[src/rtl/axi_stream_transmitter.sv]
// AXI-Stream master: input FIFO, registered beat, TKEEP/TUSER from byte count, per-packet TID.
// Define AXIS_TX_MAX_BEATS_EN to force TLAST after MAX_BEATS beats and flag it on err_trunc.
module axi_stream_transmitter #(
    parameter int DATA_WIDTH = 16,
    parameter int FIFO_DEPTH = 4,
    parameter int DEST       = 0,
    parameter int MAX_BEATS  = 64
) (
    input  logic                    ACLK,
    input  logic                    ARESET,
    input  logic [DATA_WIDTH-1:0]   in_data,
    input  logic                    in_valid,
    input  logic                    in_last,
    input  logic [3:0]              in_nbytes,
    output logic                    in_ready,
    output logic [DATA_WIDTH-1:0]   TDATA,
    output logic                    TVALID,
    input  logic                    TREADY,
    output logic                    TLAST,
    output logic [DATA_WIDTH/8-1:0] TKEEP,
    output logic [DATA_WIDTH/8-1:0] TSTRB,
    output logic [1:0]              TID,
    output logic                    TDEST,
    output logic [3:0]              TUSER,
    output logic                    busy,
    output logic                    pkt_done,
    output logic                    err_trunc
);
    localparam int NB = DATA_WIDTH / 8;
    localparam int AW = $clog2(FIFO_DEPTH);
    localparam int CW = AW + 1;
    localparam int EW = DATA_WIDTH + 5;
    localparam logic [3:0] FULL_NB = 4'(NB);

    typedef enum logic [1:0] {S_IDLE, S_SEND, S_LAST} state_t;

    if (DATA_WIDTH % 8 != 0 || DATA_WIDTH < 8 || DATA_WIDTH > 64) begin : g_chk_dw
        $error("DATA_WIDTH must be a multiple of 8 in 8..64");
    end
    if (FIFO_DEPTH < 2 || (FIFO_DEPTH & (FIFO_DEPTH - 1)) != 0) begin : g_chk_depth
        $error("FIFO_DEPTH must be a power of 2, at least 2");
    end
    if (MAX_BEATS < 1) begin : g_chk_beats
        $error("MAX_BEATS must be at least 1");
    end

    logic [EW-1:0]         r_mem [FIFO_DEPTH];
    logic [AW-1:0]         r_wptr;
    logic [AW-1:0]         r_rptr;
    logic [CW-1:0]         r_count;
    logic                  r_tvalid;
    logic                  r_tlast;
    logic [DATA_WIDTH-1:0] r_tdata;
    logic [NB-1:0]         r_tkeep;
    logic [3:0]            r_tuser;
    logic [1:0]            r_tid;
    state_t                r_state;
    state_t                w_next;

    logic                  w_wr;
    logic                  w_load;
    logic                  w_hs;
    logic                  w_empty;
    logic                  w_full;
    logic [3:0]            w_nb_in;
    logic [DATA_WIDTH-1:0] w_hd_data;
    logic                  w_hd_last;
    logic [3:0]            w_hd_nb;
    logic                  w_force;
    logic                  w_last_eff;
    logic [NB-1:0]         w_keep;
    logic                  w_open;
    logic                  w_pkt_done;

    assign w_empty  = (r_count == '0);
    assign w_full   = (r_count == CW'(FIFO_DEPTH));
    assign in_ready = !w_full;
    assign w_wr     = in_valid && !w_full;
    assign w_hs     = r_tvalid && TREADY;
    assign w_load   = (!r_tvalid || TREADY) && !w_empty;

    assign {w_hd_data, w_hd_last, w_hd_nb} = r_mem[r_rptr];
    assign w_last_eff = w_hd_last || w_force;

    // Only a last word may be partial; out-of-range counts mean a full word.
    always_comb begin
        w_nb_in = FULL_NB;
        if (in_last && in_nbytes != 4'd0 && in_nbytes <= FULL_NB)
            w_nb_in = in_nbytes;
    end

    always_comb begin
        w_keep = '0;
        for (int i = 0; i < NB; i++)
            w_keep[i] = (4'(i) < w_hd_nb);
    end

    always_ff @(posedge ACLK) begin
        if (w_wr)
            r_mem[r_wptr] <= {in_data, in_last, w_nb_in};
    end

    always_ff @(posedge ACLK or posedge ARESET) begin
        if (ARESET) begin
            r_wptr  <= '0;
            r_rptr  <= '0;
            r_count <= '0;
        end else begin
            if (w_wr)
                r_wptr <= r_wptr + 1'b1;
            if (w_load)
                r_rptr <= r_rptr + 1'b1;
            case ({w_wr, w_load})
                2'b10:   r_count <= r_count + 1'b1;
                2'b01:   r_count <= r_count - 1'b1;
                default: r_count <= r_count;
            endcase
        end
    end

    always_ff @(posedge ACLK or posedge ARESET) begin
        if (ARESET) begin
            r_tvalid <= 1'b0;
            r_tlast  <= 1'b0;
            r_tdata  <= '0;
            r_tkeep  <= '0;
            r_tuser  <= '0;
        end else if (w_load) begin
            r_tvalid <= 1'b1;
            r_tlast  <= w_last_eff;
            r_tdata  <= w_hd_data;
            r_tkeep  <= w_keep;
            r_tuser  <= w_hd_nb;
        end else if (w_hs) begin
            r_tvalid <= 1'b0;
        end
    end

`ifdef AXIS_TX_MAX_BEATS_EN
    localparam int BW = $clog2(MAX_BEATS + 1);
    logic [BW-1:0] r_beats;
    logic          r_trunc;

    assign w_force = !w_hd_last && (r_beats == BW'(MAX_BEATS - 1));

    always_ff @(posedge ACLK or posedge ARESET) begin
        if (ARESET) begin
            r_beats <= '0;
            r_trunc <= 1'b0;
        end else if (w_load) begin
            r_beats <= w_last_eff ? '0 : r_beats + 1'b1;
            r_trunc <= w_force;
        end
    end

    assign err_trunc = w_pkt_done && r_trunc;
`else
    assign w_force   = 1'b0;
    assign err_trunc = 1'b0;
`endif

    always_ff @(posedge ACLK or posedge ARESET) begin
        if (ARESET)
            r_state <= S_IDLE;
        else
            r_state <= w_next;
    end

    always_comb begin
        w_next = r_state;
        case (r_state)
            S_IDLE: if (w_load) w_next = w_last_eff ? S_LAST : S_SEND;
            S_SEND: if (w_load && w_last_eff) w_next = S_LAST;
            S_LAST: if (w_hs) begin
                if (w_load)
                    w_next = w_last_eff ? S_LAST : S_SEND;
                else
                    w_next = S_IDLE;
            end
            default: w_next = S_IDLE;
        endcase
    end

    always_comb begin
        w_open     = 1'b0;
        w_pkt_done = 1'b0;
        case (r_state)
            S_SEND: w_open = 1'b1;
            S_LAST: begin
                w_open     = 1'b1;
                w_pkt_done = w_hs;
            end
            default: w_open = 1'b0;
        endcase
    end

    // TID only moves on the closing handshake, so it is stable within a packet.
    always_ff @(posedge ACLK or posedge ARESET) begin
        if (ARESET)
            r_tid <= 2'd0;
        else if (w_pkt_done)
            r_tid <= r_tid + 2'd1;
    end

    assign TDATA    = r_tdata;
    assign TVALID   = r_tvalid;
    assign TLAST    = r_tlast;
    assign TKEEP    = r_tkeep;
    assign TSTRB    = r_tkeep;
    assign TUSER    = r_tuser;
    assign TID      = r_tid;
    assign TDEST    = 1'(DEST);
    assign pkt_done = w_pkt_done;
    assign busy     = w_open || !w_empty || r_tvalid;

endmodule

[config.mk]
export PLATFORM = sky130hd
export DESIGN_NAME = axi_stream_transmitter
export DESIGN_NICKNAME = d
export VERILOG_FILES = /design/src/rtl/axi_stream_transmitter.sv
export SDC_FILE = /design/constraint.sdc
export NUM_CORES = 1
export LEC_CHECK = 0
export ABC_AREA = 1
export CAP_MARGIN = 10
export CORE_ASPECT_RATIO = 0.75
export CORE_UTILIZATION = 40
export CTS_CLUSTER_DIAMETER = 100
export DETAILED_ROUTE_END_ITERATION = 8
export GPL_TIMING_DRIVEN = 0
export PLACE_DENSITY = 0.61
export SLEW_MARGIN = 20
export SYNTH_ARGS = -nofsm -noshare
export SYNTH_HDL_FRONTEND = slang
export SYNTH_SLANG_ARGS = --single-unit
[constraint.sdc]
create_clock -name ACLK -period 2.4 [get_ports ACLK]
set_input_delay 0.48 -clock ACLK [delete_from_list [all_inputs] [get_ports ACLK]]
set_output_delay 0.48 -clock ACLK [all_outputs]
set_load 0.02 [all_outputs]
==> results <==
- The main flop type after synthesis is sky130_fd_sc_hd__edfxtp_1.
- The clock arrives with approximately 7.6 ps of skew.
- The first-pass GRT wire length is between 15 and 20 mm.
- For this run, the post-layout net count is 524.
- The initial antenna violation count came to 0.
- Buffers placed on the I/O ports in this run total between 50 and 60.
- The worst vdd rail ir drop is just over 700 µV.
- Setup repair after global routing left no endpoint under its margin.
- The die covers 12590 µm².
- The clock period minus final worst setup slack is 2220 ps.
- In this run the critical register-to-register path is captured at r_count[2]$_DFFE_PP0P_.
- The number of enable flip-flop cells after synthesis is between 80 and 90.
- The leakage power total is roughly 2.5 nW.
- The clock sink count is ~120.
- Setup slack on the critical path of the routed design comes to roughly 180 ps.
- The routed length per instance is ~15 µm.
- The final cycle utilization of the critical path is around 92%.
- Entering global routing, the biggest net connects 22 pins.
- The critical path is of the in2reg type.
- The clock-pin slew on the worst setup and hold paths is approximately 50 ps.
- After synthesis, the largest area contributor takes up 51.96% of total cell area.
- The via density per instance is about 4.7.
- The via count is slightly above 3k.
- TritonCTS built the clock tree.
- The root buffer cell is sky130_fd_sc_hd__clkbuf_16.
- The placed instance area is between 5000 and 6000 µm².
- The clock tree synthesis step divided the H-tree into 4 levels.
- The worst flop-to-flop path startpoint is r_count[0]$_DFFE_PP0P_.
- The final-report setup violation count is 0.
- The async set-or-reset flop fraction in the synthesized netlist is 29.41%.
- Before antenna repair, the detailed router went through 4 iterations.
- The flow ran to the end, and the final reports show no timing, DRC or antenna violations.
- The instance count of the mapped netlist is a little over 400.
- The number of buffers and inverters on the critical path is 5.
- The fraction of synthesized area in multiplexers is 0%.
- The remaining antenna violation count is 0.
- The worst setup path is captured at a flip-flop.
- sky130_fd_sc_hd__nor2_1 is the most common cell in the netlist.
- The clock insertion delay at the later pin of the skew report is about 410 ps.
- The largest family of logic cells by synthesized area is simple AND/OR/NAND/NOR gates.
- The sequential cell area fraction in the yosys report is 70.00%.
- During I/O placement, the number of pins put on the boundary was 58.
- The simple-gate share of the synthesized area is between 10% and 20%.
- For this configuration, the core starts out at a cell density of between 40% and 50%.
- The final-report max-slew violation count is 0.
- Sorting the synthesized cells by area gives the leading types as sky130_fd_sc_hd__edfxtp_1 52%, sky130_fd_sc_hd__dfrtp_1 18%, sky130_fd_sc_hd__nor2_1 8.2%, sky130_fd_sc_hd__o21ai_0 3.4%, sky130_fd_sc_hd__nand2_1 3.2%.
- The count of fill cells added during filler insertion is about 970.
- The fraction of the mapped netlist area in adder cells is between 2 and 3%.
- The final weighted congestion in routability-driven placement is between 0.7 and 0.8.
- The relative slew slack is between 40% and 50%.
- The max-capacitance violation count is 0.
- In the routed design, unresolved DRC markers number 0.
- The number of different library cells used by synthesis comes to 29.
- Measured on the finished design, the core utilization comes to between 50% and 60%.
- The synthesized netlist occupies a cell area of 4855 µm².
- The largest buffer count on any clock path is 2.
- The slew at the pin closest to its max-slew limit is 768.4 ps.
- The HPWL after detailed placement is around 6.4 mm.
- The cell with the most instances on the worst path is sky130_fd_sc_hd__inv_1.
- For the worst flop-to-flop path, the logic depth is 9.
- The core outline area is roughly 12000 µm².
- The worst setup path is launched from an input port.
- The number of core rows is 34.
- Along the worst path, the maximum fanout reaches 19.
- 0 antenna diodes ended up in the layout.
- The number of global-route vias before repair came to roughly 3.0k.
- The compound-cell area share of the yosys netlist is under 10%.
- The area growth from synthesis to layout is 30.54%.
- The worst-case setup slack after placement is -330.5 ps.
- The flop and latch count out of synthesis is approximately 120.
- The synthesized design spends more area on one cell type than any other, namely sky130_fd_sc_hd__edfxtp_1.
- The accumulated negative setup slack is 0 ps.
- Global routing finished with a remaining overflow of 0.
- The total global-route track usage is 17.91%.
- The total CTS buffers is 17.
- The worst stage delay on the critical path is approximately 500 ps.
- The required time at the worst-slack endpoint is 2680 ps.
- Averaged over all synthesized cells, the footprint is roughly 12 µm².
- The critical path's slowest cell is sky130_fd_sc_hd__clkdlybuf4s50_1.
- The overall power is just under 9 mW.
- The data arrival time of the critical path is between 2000 and 3000 ps.
- The fmax is 0.4505 GHz.
- The power density over cell area is around 1400 nW/µm².
- The floorplan die height is ~100 µm.
- The number of failing hold endpoints at the final stage is 0.
- The synthesized netlist devotes ~1.1% of its cell area to XOR and XNOR gates.
- The post-layout instance area is ~6300 µm².
- The total wire length is between 10 and 15 mm.
- The horizontal die dimension is between 100 and 150 µm.
- For flop-to-flop paths, the worst setup slack is ~340 ps.
- The critical path goes through clkdlybuf4s50_1 -> inv_1 -> nand2_1 -> nand2_2 -> inv_2 -> buf_6 -> ha_1 -> inv_1 -> fa_1 -> a21oi_1 -> o21ai_0 -> xor2_1.
- The fraction of final layout cells with drive strength greater than 1 is between 10% and 20%.
- By count the netlist is led by 106 x sky130_fd_sc_hd__nor2_1, 84 x sky130_fd_sc_hd__edfxtp_1, 42 x sky130_fd_sc_hd__nand2_1.
- For this run, the number of Yosys warnings is 0.
- The detailed router's first-iteration violation count is between 200 and 300.
- The cell family contributing the most delay on the critical path is buffers and inverters.
- The worst min-delay path category is in2async.
==> cell families (layout without fill, tap and decap cells) <==
kind of cell,count (synthesis),after routing
AOI/OAI and AO/OA,66,66
buffers and inverters,47,134
other,1,10
DFF,119,119
xor gates and xnor gates,6,6
and+or+nand+nor,157,157
adders and majority gates,10,10
==> timing repair <==
item | 4_1_cts | 5_1_grt
setup endpoints to repair | 1 | 2
buffers inserted | 0 | 0
gates cloned | 0 | 0
resized for setup | 1 | 2
hold buffers | 0 | 0
==> worst max path at each step <==
stage	from	to	slack (ps)	cells after the start
6_report	TREADY	r_count[2]$_DFFE_PP0P_	180	12
5_1_grt	TREADY	r_count[2]$_DFFE_PP0P_	5	12
4_1_cts	r_state[1]$_DFFE_PP0P_	busy	20	5
3_5_place_dp	TREADY	r_count[2]$_DFFE_PP0P_	-330	13
3_3_place_gp	in_valid	r_mem[0][16]$_DFFE_PP_	-890	3
2_1_floorplan	r_count[0]$_DFFE_PP0P_	r_mem[0][0]$_DFFE_PP_	250	4
==> worst register-to-register path: stages (launching register included) <==
cell,delay (ps)
sky130_fd_sc_hd__dfrtp_1,410
sky130_fd_sc_hd__nor2_2,150
sky130_fd_sc_hd__nand2_1,90
sky130_fd_sc_hd__nand2_2,250
sky130_fd_sc_hd__ha_1,200
sky130_fd_sc_hd__inv_1,60
sky130_fd_sc_hd__fa_1,370
sky130_fd_sc_hd__a21oi_1,140
sky130_fd_sc_hd__o21ai_0,100
sky130_fd_sc_hd__xor2_1,150
==> layer usage <==
layer,part of all wire [%],GRT usage [%],vias up
met5,0,0,-
met4,1.3,7.330,0
met3,5.1,4.846,11
met2,47,27.38,81
met1,47,24.09,1487
li1,-,-,1533
==> flip-flops by register name, summed over array words and instances (netlist names) <==
register	cells
TKEEP	2
TID	2
r_mem	84
r_wptr	2
r_count	3
TUSER	4
TVALID	1
TLAST	1
TDATA	16
r_state	2
r_rptr	2
==> cell usage in the layout, fill, tap and decap left out, types with 3 or more instances in the layout <==
cell type and count:
sky130_fd_sc_hd__edfxtp_1 84, sky130_fd_sc_hd__a31oi_1 16, sky130_fd_sc_hd__o21ai_0 33, sky130_fd_sc_hd__nand2_2 3
sky130_fd_sc_hd__buf_6 12, sky130_fd_sc_hd__nor2_1 102, sky130_fd_sc_hd__inv_2 3, sky130_fd_sc_hd__nand2_1 41
sky130_fd_sc_hd__dfrtp_1 35, sky130_fd_sc_hd__conb_1 10, sky130_fd_sc_hd__nand3_1 3, sky130_fd_sc_hd__nor2_4 4
sky130_fd_sc_hd__o21ai_1 11, sky130_fd_sc_hd__ha_1 9, sky130_fd_sc_hd__buf_4 4, sky130_fd_sc_hd__bufinv_16 5
sky130_fd_sc_hd__inv_1 21, sky130_fd_sc_hd__clkinvlp_4 4, sky130_fd_sc_hd__clkbuf_1 4, sky130_fd_sc_hd__xor2_1 5
sky130_fd_sc_hd__clkbuf_16 17, sky130_fd_sc_hd__clkdlybuf4s50_1 53
==> stage by stage <==
stage | std cells | hold slack [ps]
6_report | 664 | 415.6
4_1_cts | 665 | 416.7
5_1_grt | 664 | 449.3
2_1_floorplan | 415 | 485.6
3_3_place_gp | 632 | 461.1
3_5_place_dp | 633 | 458.2
==> power by group <==
| part | internal [mW] | switching [mW] | leakage (nW) |
|---|---|---|---|
| logic | 1.24 | 1.87 | 0.997 |
| clock network | 1.86 | 0.909 | 0.303 |
| registers | 2.83 | 0.251 | 1.17 |
==> layout make-up <==
| cell class | count | area (µm²) | area share, % |
|---|---|---|---|
| Buffer | 21 | 186.4 | 2.942 |
| Sequential cell | 119 | 3398 | 53.62 |
| Clock inverter | 13 | 202.7 | 3.198 |
| Multi-Input combinational cell | 249 | 1229 | 19.39 |
| Clock buffer | 19 | 442.9 | 6.989 |
| Tap cell | 162 | 202.7 | 3.198 |
| Timing Repair Buffer | 56 | 579.3 | 9.141 |
| Inverter | 25 | 96.34 | 1.520 |
(Power assumes the default switching activity.)
